===== config.mk =====
export PLATFORM = sky130hd
export DESIGN_NAME = data_demux
export DESIGN_NICKNAME = d
export VERILOG_FILES = /design/src/rtl/data_demux.sv
export SDC_FILE = /design/constraint.sdc
export NUM_CORES = 1
export LEC_CHECK = 0
export BUFFER_PORTS_ARGS = -buffer_cell sky130_fd_sc_hd__buf_2
export CORE_MARGIN = 3
export CORE_UTILIZATION = 26
export DETAILED_ROUTE_END_ITERATION = 10
export GPL_TIMING_DRIVEN = 0
export PLACE_DENSITY_LB_ADDON = 0.12
export SYNTH_ARGS = -nofsm -noshare
export SYNTH_HDL_FRONTEND = slang
export SYNTH_SLANG_ARGS = --single-unit

===== constraint.sdc =====
create_clock -name clk -period 3.5 [get_ports clk]
set_clock_uncertainty 0.05 [all_clocks]
set_input_delay 0.175 -clock clk [delete_from_list [all_inputs] [get_ports clk]]
set_output_delay 0.175 -clock clk [all_outputs]
set_load 0.005 [all_outputs]

===== src/rtl/data_demux.sv =====
// 1-to-2 data demultiplexer: steers each accepted word into the A or B FIFO buffer
// and keeps a saturating per-port count of accepted words.

module data_demux_fifo #(
  parameter int DATA_W = 32,
  parameter int DEPTH  = 2,
  parameter int AW     = 1
) (
  input  logic              clk,
  input  logic              rst,
  input  logic              i_push,
  input  logic [DATA_W-1:0] i_data,
  input  logic              i_pop,
  output logic [DATA_W-1:0] o_data,
  output logic              o_valid,
  output logic              o_not_full
);
  localparam logic [AW:0]   L_DEPTH   = (AW+1)'(DEPTH);
  localparam logic [AW:0]   L_OCC_ONE = (AW+1)'(1);
  localparam logic [AW-1:0] L_PTR_ONE = AW'(1);

  logic [DATA_W-1:0] r_mem [DEPTH];
  logic [AW-1:0]     r_wptr;
  logic [AW-1:0]     r_rptr;
  logic [AW:0]       r_occ;

  // Pointer and occupancy bookkeeping; pointers wrap naturally since DEPTH is a power of two.
  always_ff @(posedge clk) begin
    if (rst) begin
      r_wptr <= '0;
      r_rptr <= '0;
      r_occ  <= '0;
    end else begin
      if (i_push) r_wptr <= r_wptr + L_PTR_ONE;
      if (i_pop)  r_rptr <= r_rptr + L_PTR_ONE;
      case ({i_push, i_pop})
        2'b10:   r_occ <= r_occ + L_OCC_ONE;
        2'b01:   r_occ <= r_occ - L_OCC_ONE;
        default: r_occ <= r_occ;
      endcase
    end
  end

  // Storage array; the datapath needs no reset.
  always_ff @(posedge clk) begin
    if (i_push && !rst) r_mem[r_wptr] <= i_data;
  end

  assign o_data     = r_mem[r_rptr];
  assign o_valid    = (r_occ != '0);
  assign o_not_full = (r_occ < L_DEPTH);
endmodule

module data_demux #(
  parameter int DATA_W = 32,
  parameter int DEPTH  = 2,
  parameter int CNT_W  = 16
) (
  input  logic              clk,
  input  logic              rst,
  input  logic [DATA_W-1:0] in_data,
  input  logic              in_sel,
  input  logic              in_valid,
  output logic              in_ready,
  output logic [DATA_W-1:0] a_data,
  output logic              a_valid,
  input  logic              a_ready,
  output logic [DATA_W-1:0] b_data,
  output logic              b_valid,
  input  logic              b_ready,
  input  logic              cnt_clr,
  output logic [CNT_W-1:0]  a_count,
  output logic [CNT_W-1:0]  b_count
);
  localparam int              AW        = $clog2(DEPTH);
  localparam logic [CNT_W-1:0] L_CNT_MAX = {CNT_W{1'b1}};
  localparam logic [CNT_W-1:0] L_CNT_ONE = CNT_W'(1);

  logic w_a_not_full, w_b_not_full;
  logic w_a_valid, w_b_valid;
  logic w_in_ready;
  logic w_push_a, w_push_b, w_pop_a, w_pop_b;
  logic [CNT_W-1:0] r_a_cnt, r_b_cnt;

  // Acceptance depends only on the selected buffer's registered occupancy.
  always_comb begin
    w_in_ready = 1'b0;
    if (rst) begin
      w_in_ready = 1'b0;
    end else if (in_sel) begin
      w_in_ready = w_a_not_full;
    end else begin
      w_in_ready = w_b_not_full;
    end
  end

  assign in_ready = w_in_ready;
  assign a_valid  = w_a_valid && !rst;
  assign b_valid  = w_b_valid && !rst;
  assign w_push_a = in_valid && w_in_ready && in_sel;
  assign w_push_b = in_valid && w_in_ready && !in_sel;
  assign w_pop_a  = a_valid && a_ready;
  assign w_pop_b  = b_valid && b_ready;

  data_demux_fifo #(.DATA_W(DATA_W), .DEPTH(DEPTH), .AW(AW)) u_fifo_a (
    .clk        (clk),
    .rst        (rst),
    .i_push     (w_push_a),
    .i_data     (in_data),
    .i_pop      (w_pop_a),
    .o_data     (a_data),
    .o_valid    (w_a_valid),
    .o_not_full (w_a_not_full)
  );

  data_demux_fifo #(.DATA_W(DATA_W), .DEPTH(DEPTH), .AW(AW)) u_fifo_b (
    .clk        (clk),
    .rst        (rst),
    .i_push     (w_push_b),
    .i_data     (in_data),
    .i_pop      (w_pop_b),
    .o_data     (b_data),
    .o_valid    (w_b_valid),
    .o_not_full (w_b_not_full)
  );

  // Saturating transfer counters; a clear wins over a same-cycle push.
  always_ff @(posedge clk) begin
    if (rst || cnt_clr) begin
      r_a_cnt <= '0;
      r_b_cnt <= '0;
    end else begin
      if (w_push_a && (r_a_cnt != L_CNT_MAX)) r_a_cnt <= r_a_cnt + L_CNT_ONE;
      if (w_push_b && (r_b_cnt != L_CNT_MAX)) r_b_cnt <= r_b_cnt + L_CNT_ONE;
    end
  end

  assign a_count = r_a_cnt;
  assign b_count = r_b_cnt;
endmodule


; ---- Word level (Yosys, flattened, before mapping)
; Memories as Yosys holds them, arrays and structs flattened. A register that Yosys moved wholly into a read port is not among the register bits.
; Index checks and enable logic that the tools add are counted.
[classes]
n_shift = 0
n_bitwise = 0
order_cmp = 2
multipliers = 0
n_addsub = 10
eq_ne = 6
reduce_logical = 18
mux = 12
div_mod_pow = 0
[ops]
columns = operator, count
row1 = $add A16 B1 Y16 const B, 2
row2 = $ne A16 B16 Y1 const B, 2
row3 = $logic_and A1 B1 Y1, 11
row4 = $mux W1, 10
row5 = $pmux W2 S2, 2
row6 = $reduce_bool A2 Y1, 4
row7 = $add A1 B1 Y1 const B, 4
row8 = $add A2 B1 Y2 const B, 2
row9 = $eq A2 B1 Y1 const B, 2
row10 = $eq A2 B2 Y1 const B, 2
row11 = $lt A2 B2 Y1 const B, 2
row12 = $sub A2 B1 Y2 const B, 2
row13 = $logic_not A1 Y1, 2
row14 = $logic_or A1 B1 Y1, 1
[word_totals]
mem_bits_rw = 128
rom_bits = 0
register_bits = 40
wordCells = 58
latch_bits = 0
output_inout_bits = 99
n_memories = 2
[mem_list]
columns = name, depth, word_bits, read_ports, rd_clocked_by_memory_dff, wr, line
row1 = u_fifo_a.r_mem, 2, 32, 1, 1, 1, 22  ; logic [DATA_W-1:0] r_mem [DEPTH];
row2 = u_fifo_b.r_mem, 2, 32, 1, 1, 1, 22

; ---- Longest topological paths before layout
; Gate-level depths: netlist of run 1.
[logic_depth]
word_depth = 8
ltp_mapped = 8
ltp_nobuf = 6

; ---- Modules after synthesis
; From an unflattened synthesis of run 1, not the netlist that was laid out.
[unflattened]
cells_unflattened = 426
area_unflattened_um2 = 6701.4
[modules_own_cells]
columns = module, area_per_inst_um2, cells_each, instances, seq_area_each_um2
row1 = data_demux_fifo, 2513.7, 122, 2, 2021.9
row2 = data_demux, 1674.1, 182, 1, 640.6

; ---- Least setup slack after synthesis of run 1
; OpenSTA, ideal clock, no wires.
[synth_path]
kind = register to register
startpoint = reg u_fifo_b.r_occ[1]
endpoint = mem u_fifo_b.r_mem[0][0], enable pin
setup_slack_ns = 0.701
path_stages_with_launch = 5
arrival_time_ns = 2.328
path_buffers = 1
synth_period_minus_slack_ns = 2.799
required_ns = 3.029
setup_time_ns = 0.421
path_cell_list = dfxtp_1 nor4b_4 buf_2 inv_1 nor2_1
[synth_via]
elab_chain_cells = 8
[synth_lines]
columns = item, line
row1 = start: declaration, 25  ; logic [AW:0] r_occ;
row2 = start signal: assignment, 37  ; 2'b10: r_occ <= r_occ + L_OCC_ONE;
row3 = start signal: assignment, 38  ; 2'b01: r_occ <= r_occ - L_OCC_ONE;
row4 = start signal: assignment, 39  ; default: r_occ <= r_occ;
row5 = $lt A2 B2 Y1, 51  ; assign o_not_full = (r_occ < L_DEPTH);
row6 = $mux W1, 90  ; end else if (in_sel) begin
row7 = $mux W1, 88  ; if (rst) begin
row8 = $logic_and A1 B1 Y1 (2 in a row), 101  ; assign w_push_b = in_valid && w_in_ready && !in_sel;
row9 = $logic_and A1 B1 Y1, 46  ; if (i_push && !rst) r_mem[r_wptr] <= i_data;
row10 = $mux W1, 46
row11 = $mux W1 (not written as such), 46
row12 = end: declaration, 22
; No other way between the ends.

==> results of run 1 <==
[cell type report]
| class | count | area, um2 |
|---|---|---|
| multi-input cells | 254 | 1960 |
| inverters | 10 | 37.5 |
| clock inverters | 15 | 150 |
| repair buffers | 173 | 1090 |
| well taps | 330 | 413 |
| plain buffers | 16 | 66.3 |
| fillers | 2502 | 16500 |
| clock buffers | 17 | 425 |
| flip-flops and latches | 170 | 4680 |
[stage by stage]
stage / hold WS, ns / utilization [%]
finish: 0.133 / 34.8
floorplan: 0.224 / -
global route: 0.138 / 34.8
detailed placement: 0.344 / 31.3
CTS: 0.123 / 34.8
global placement: 0.335 / 30.9
[worst paths after layout]
| path | from | end | slack [ns] | cells after the start |
|---|---|---|---|---|
| worst max-delay path | register | b_data[11] | 1.04 | 4 |
| worst min-delay path | b_ready | u_fifo_b.r_rptr | 0.13 | 4 |
| worst max register to register | b_count[0] | b_count[5] | 1.21 | 5 |
| worst min register to register | b_count[12] | b_count[12] | 0.45 | 2 |
[cell usage after synthesis (8+ instances only)]
| master | instances | area [um2] |
|---|---|---|
| o21ai_0 | 15 | 75.1 |
| a21oi_1 | 22 | 110 |
| or3_1 | 14 | 87.6 |
| mux2_2 | 64 | 721 |
| nor3_1 | 11 | 55.1 |
| inv_1 | 10 | 37.5 |
| dfxtp_1 | 42 | 841 |
| edfxtp_1 | 128 | 3840 |
| o31ai_1 | 8 | 60.1 |
| nand2_1 | 14 | 52.6 |
| nor2_1 | 16 | 60.1 |
| nand3_1 | 10 | 50.1 |
| nand4_1 | 11 | 68.8 |
[registers in the layout (all words and copies together), names as in the netlist, named ones only]
| signal | count |
|---|---|
| u_fifo_b.r_wptr | 1 |
| b_count | 16 |
| u_fifo_a.r_mem | 64 |
| a_count | 16 |
| u_fifo_b.r_mem | 64 |
| u_fifo_a.r_wptr | 1 |
| u_fifo_a.r_rptr | 1 |
| u_fifo_a.r_occ | 2 |
| u_fifo_b.r_occ | 2 |
| u_fifo_b.r_rptr | 1 |
[power by group through the flow]
stage	combinational (W)	sequential, W	clock (W)
after global placement	0.000217	0.00226	0
after global routing	0.000281	0.00222	0.00197
after CTS	0.000260	0.00222	0.00187
final	0.000252	0.00222	0.00181
after floorplan	0.000107	0.00226	0
after detailed placement	0.000228	0.00226	0
[layer usage]
layer,share of wire (%),wire length [um],vias up
met3,4.9,810,17
met2,48,7940,124
li1,-,-,2146
met5,0,0,-
met1,46,7620,2206
met4,1.2,202,0
[cell families after synthesis]
kind of cell / count (synthesis) / synth area share [%]
AND/OR/NAND/NOR: 111 / 9.95
buffers and inverters: 26 / 1.54
multiplexers: 65 / 10.9
XOR/XNOR: 8 / 1.04
flip-flops: 170 / 69.6
adder cells (fa/ha/maj): 4 / 0.744
AO/OA/AOI/OAI: 66 / 6.23
[tightest hold or removal path: cells and delay by family]
family                 cells  cell delay [ns]
buffers and inverters      1             0.07
XOR/XNOR                   1             0.09
AND/OR/NAND/NOR            2             0.23
[placed cells by master, fill, tap and decap left out, drive strengths merged, types with 10 or more instances in the layout]
| cell | netlist | final |
|---|---|---|
| nand3 | 10 | 10 |
| dlygate4sd3 | 0 | 33 |
| nand2 | 14 | 14 |
| dfxtp | 42 | 42 |
| or3 | 14 | 14 |
| clkbuf | 6 | 23 |
| inv | 10 | 18 |
| nand4 | 13 | 13 |
| edfxtp | 128 | 128 |
| nor2 | 16 | 16 |
| o21ai | 15 | 15 |
| mux2 | 64 | 64 |
| nor3 | 11 | 11 |
| buf | 10 | 150 |
| a21oi | 22 | 22 |
[repair_timing]
| action | 4_1_cts | 5_1_grt |
|---|---|---|
| hold buffers | 33 | 0 |
| endpoints found under the hold margin | 129 | 0 |
| endpoints found under the setup margin | 0 | 0 |
==> flow_metrics.tcl, run 1 <==
set metrics [dict create \
    status "completed" \
    dpl.cell_count 920 \
    portBuffers 136 \
    finalNonFillerCells 985 \
    dp_slack_ns 1.18 \
    dpl-instance-area_mm2 0.00792 \
    worst_slew_pin_slew_ns 0.890 \
    min_period_over_period_pct 70.2 \
    worst_slack_ns 1.04 \
    ys_types 47 \
    clock_path_buffers 2 \
    post_cts_buffers 0 \
    path_class "register to primary output" \
    power_w 0.00428 \
    cp_top_family "buffers and inverters" \
    avgSynthCellArea_um2 15.0 \
    coreArea_mm2 0.0253 \
    drt_iter0_drc 224 \
    clockPowerShare_pct 42.2 \
    hpwl_um 11400 \
    cts_tree "built" \
    powerDensity_mw_per_mm2 485 \
    sequentialPowerShare_pct 51.8 \
    ant_nets 0 \
    syn2layout_area_growth_pct 31.2 \
    die_x_um 167 \
    p_leak_nw 3.08 \
    vias_per_cell 4.56 \
    cts-buffers-inserted 17 \
    critPathArrivalTime_ns 2.23 \
    grt_pass1_vias 4629 \
    num_vias 4493 \
    required_ns 3.27 \
    htreeDepth 4 \
    die_h_um 167 \
    antenna_cells 0 \
    grtUsageTotal_pct 12.0 \
    synthFlopType "edfxtp_1" \
    crit_path_cell_trace "clkbuf_1 -> buf_1 -> mux2_2 -> buf_2" \
    post-route-min-period_ns 2.46 \
    drcViolationCount 0 \
    dieArea_mm2 0.0278 \
    cts_resized 0 \
    comb_power_share_pct 5.9 \
    wirelength_um 16600 \
    crit_fanout 10 \
    fin_area_mm2 0.00882 \
    wl_per_cell_um 16.8 \
    maxCapViolations 0 \
    cts_root_buffer "clkbuf_16" \
    timing.setup.tns_ns 0 \
    ir_drop_mv 0.220 \
    start_kind "register" \
    place_congestion 0.824 \
    min_path_type "input pin to register" \
    netlist_instances 450 \
    hold_viol_final 0 \
    top_usage_layer "met2" \
    start_util_pct 26.6 \
    path_clk_slew_ns 0.07 \
    slew_violations 0 \
    grt_use_met2_pct 19.9 \
    grtUsageMet3_pct 3.16 \
    firstDrtPassIters 4 \
    insertion_delay_ns 0.42 \
    synth_warnings 0 \
    grt_max_degree 22 \
    final_nets 685 \
    cp-end-kind "primary output" \
    synth_nets 493 \
    synth_seq_area_share_pct 69.6 \
    relSlewSlack_pct 40.1 \
    grt_pass1_wl_um 26100 \
    critPathSlowestCell "buf_1" \
    ios 138 \
    synth_edf_count 128 \
    placementRows 58 \
    fmax_mhz 407 \
    grt_setup_unrepaired "false" \
    use_met1_pct 15.5 \
    netlist_area_mm2 0.00673 \
    synthArstFlopShare_pct 0 \
    critPathBufInv 3 \
    internal_power_w 0.00328 \
    synth-seq-cells 170 \
    antenna_found_initial 0 \
    swShare_pct 23.3 \
    setup_viol 0 \
    power_switching_w 0.000998 \
    clock-sinks 170 \
    gr-total-overflow 0 \
    slowest_delay_ns 0.67 \
    drive_gt1_share_pct 38.0 \
]
Note: power is estimated with default switching activity, not from simulation.
==> inputs of run 2 (changes only) <==
--- a/config.mk
+++ b/config.mk
@@ -5,6 +5,7 @@
 export SDC_FILE = /design/constraint.sdc
 export NUM_CORES = 1
 export LEC_CHECK = 0
+export ABC_AREA = 1
 export BUFFER_PORTS_ARGS = -buffer_cell sky130_fd_sc_hd__buf_2
 export CORE_MARGIN = 3
 export CORE_UTILIZATION = 26
==> constraint.sdc (replaced) <==
create_clock -name clk -period 2.5 [get_ports clk]
set_clock_uncertainty 0.05 [all_clocks]
set_input_delay 0.125 -clock clk [delete_from_list [all_inputs] [get_ports clk]]
set_output_delay 0.125 -clock clk [all_outputs]
set_load 0.005 [all_outputs]
==> run 2 against run 1 <==
Non-clock buffer count unchanged. Sequential power up 41%. Largest cell class unchanged. Design area up 4.7%. Worst hold slack worse by 0.077 ns. Clock power up 44%. First-iteration DRC count down 1.3%. Highest routed layer unchanged. Wire length up 4.4%. Worst setup slack worse by 0.58 ns. Flip-flop and latch count unchanged. Via count up 5.6%. Power up 44%. Global-route usage about the same. Largest power group unchanged.
==> flow_metrics.tcl, run 2 <==
set metrics [dict create \
    r2r_setup_slack_ns 0.55 \
    htreeDepth 4 \
    start_util_pct 26.8 \
    power_w 0.00615 \
    path_class "register to primary output" \
    netlist_instances 587 \
    hpwl_um 12000 \
    dpl-instance-area_mm2 0.00830 \
    layout_commonest_cell "buf_2" \
    finalNonFillerCells 1129 \
    drt_iter0_drc 221 \
    dieArea_mm2 0.0293 \
    clockPowerShare_pct 42.2 \
    dpl.cell_count 1062 \
    wirelength_um 17300 \
    wl_per_cell_um 15.3 \
    post_cts_buffers 0 \
    reg_top3 "u_fifo_a.r_mem x64, u_fifo_b.r_mem x64" \
    fin_area_mm2 0.00924 \
    gr-total-overflow 0 \
    drcViolationCount 0 \
    min_from "b_ready" \
    crit_fanout 10 \
    die_x_um 171 \
    required_ns 2.33 \
    die_h_um 171 \
    path_clk_slew_ns 0.06 \
    clock_path_buffers 2 \
    clock-sinks 170 \
    ir_drop_mv 0.329 \
    start_kind "register" \
    maxCapViolations 0 \
    power_switching_w 0.00144 \
    min_period_over_period_pct 81.6 \
    final_cell_mix "143 x buf_2, 128 x edfxtp_1, 112 x nand2_1" \
    drive_gt1_share_pct 33.7 \
    synthTopCellsByArea "edfxtp_1 54%, dfxtp_1 12%, mux2_2 9.0%" \
    synth_seq_area_share_pct 66.0 \
    final_nets 823 \
    placementRows 59 \
    slew_violations 0 \
    grt_max_degree 20 \
    grtUsageTotal_pct 12.0 \
    grt_pass1_vias 4883 \
    r2r-start "u_fifo_b.r_occ[1]" \
    vias_per_cell 4.20 \
    min_path_type "input pin to register" \
    insertion_delay_ns 0.42 \
    syn2layout_area_growth_pct 30.2 \
    firstDrtPassIters 4 \
    fmax_mhz 490 \
    grt_pass1_wl_um 26600 \
    setup_viol 0 \
    yosysMostFrequentCell "edfxtp_1" \
    cts-buffers-inserted 17 \
    place_congestion 0.784 \
    powerDensity_mw_per_mm2 666 \
    synth-seq-cells 170 \
    grt_setup_unrepaired "false" \
    cts_root_buffer "clkbuf_16" \
    synth_warnings 0 \
    synth_edf_count 128 \
    portBuffers 136 \
    coreArea_mm2 0.0264 \
    cp-end-kind "primary output" \
    critPathArrivalTime_ns 1.86 \
    sequentialPowerShare_pct 50.8 \
    synth_top_cell_area_share_pct 54.2 \
    synth_nets 630 \
    avgSynthCellArea_um2 12.1 \
    netlist_area_mm2 0.00709 \
    p_leak_nw 3.66 \
    relSlewSlack_pct 57.4 \
    antenna_found_initial 1 \
    synthArstFlopShare_pct 0 \
    swShare_pct 23.3 \
    cts_tree "built" \
    hold_viol_final 0 \
    ios 138 \
    synthTopCellsByCount "128 x edfxtp_1, 112 x nand2_1, 95 x nor2_1" \
    ys_types 31 \
    worst_slew_pin_slew_ns 0.638 \
    num_vias 4745 \
    synthFlopType "edfxtp_1" \
    yosysTopAreaCell "edfxtp_1" \
    comb_power_share_pct 7.0 \
    cts_resized 0 \
    post-route-min-period_ns 2.04 \
    internal_power_w 0.00472 \
    status "completed" \
    ant_nets 0 \
]
## run 2: changes by cell type in the layout (fill, tap and decap cells not counted), moves of 8 or more
cell and change:
nand2_1 +98, nor2_1 +77, inv_1 +31, or3_1 -14
xor2_1 +13, a21oi_1 -11, nor3_1 -10, o31ai_1 -8
## run 2: metrics by stage
| step | setup TNS, ns | hold slack, ns | utilization (%) | setup slack [ns] |
|---|---|---|---|---|
| 2_1_floorplan | 0 | 0.174 | - | 0.455 |
| 3_3_place_gp | -67.81 | 0.286 | 31.0 | -0.553 |
| 3_5_place_dp | 0 | 0.292 | 31.4 | 0.498 |
| 4_1_cts | 0 | 0.0374 | 34.9 | 0.354 |
| 5_1_grt | 0 | 0.0722 | 34.9 | 0.278 |
| 6_report | 0 | 0.0565 | 34.9 | 0.460 |
## run 2: power by group through the flow
stage	Combinational, W	Clock [W]	Sequential [W]
after CTS	0.000444	0.00271	0.00313
final	0.000431	0.00260	0.00313
after global routing	0.000483	0.00282	0.00313
after detailed placement	0.000397	0	0.00319
after global placement	0.000380	0	0.00319
after floorplan	0.000204	0	0.00318
## run 2: repair_timing
item | in CTS | in global routing
hold buffers | 34 | 0
setup endpoints to repair | 0 | 0
hold endpoints to repair | 138 | 0
## run 2: routing by layer
layer | vias to the layer above | share of wire, % | GRT usage [%]
met4 | 0 | 0.90 | 3.25
met5 | - | 0 | 0
met1 | 2249 | 46 | 15.3
met3 | 12 | 5.2 | 3.19
li1 | 2371 | - | -
met2 | 113 | 48 | 20.2
## run 2: kinds of logic after synthesis
| family | share of synthesized area (%) |
|---|---|
| simple gates | 14.8 |
| flops | 66.0 |
| mux | 10.2 |
| buf+inv | 3.99 |
| compound gates | 2.31 |
| xor+xnor | 1.98 |
| fa+ha+maj | 0.706 |
## run 2: critical path, cell delays in order, from the launching register on
cell and delay (ns):
dfxtp_1 0.32, clkbuf_1 0.25, buf_2 0.36, mux2_2 0.38
buf_2 0.13
## run 2: area by class of cell
type                            instances  area [um2]
Fill cell                            2638       17200
Sequential cell                       170        4680
Multi-Input combinational cell        358        2160
Timing Repair Buffer                  174        1100
Clock buffer                           17         425
Tap cell                              335         419
Inverter                               44         173
Clock inverter                         15         164
Buffer                                 15         110
Antenna cell                            1        2.50
## run 2: worst paths after layout
kind | endpoint | depth (start not counted)
worst max-delay path | b_data[4] | 4
worst min-delay path | u_fifo_b.r_rptr | 4
worst max register to register | u_fifo_a.r_mem[1][20] | 6
worst min register to register | u_fifo_a.r_occ[1] | 2
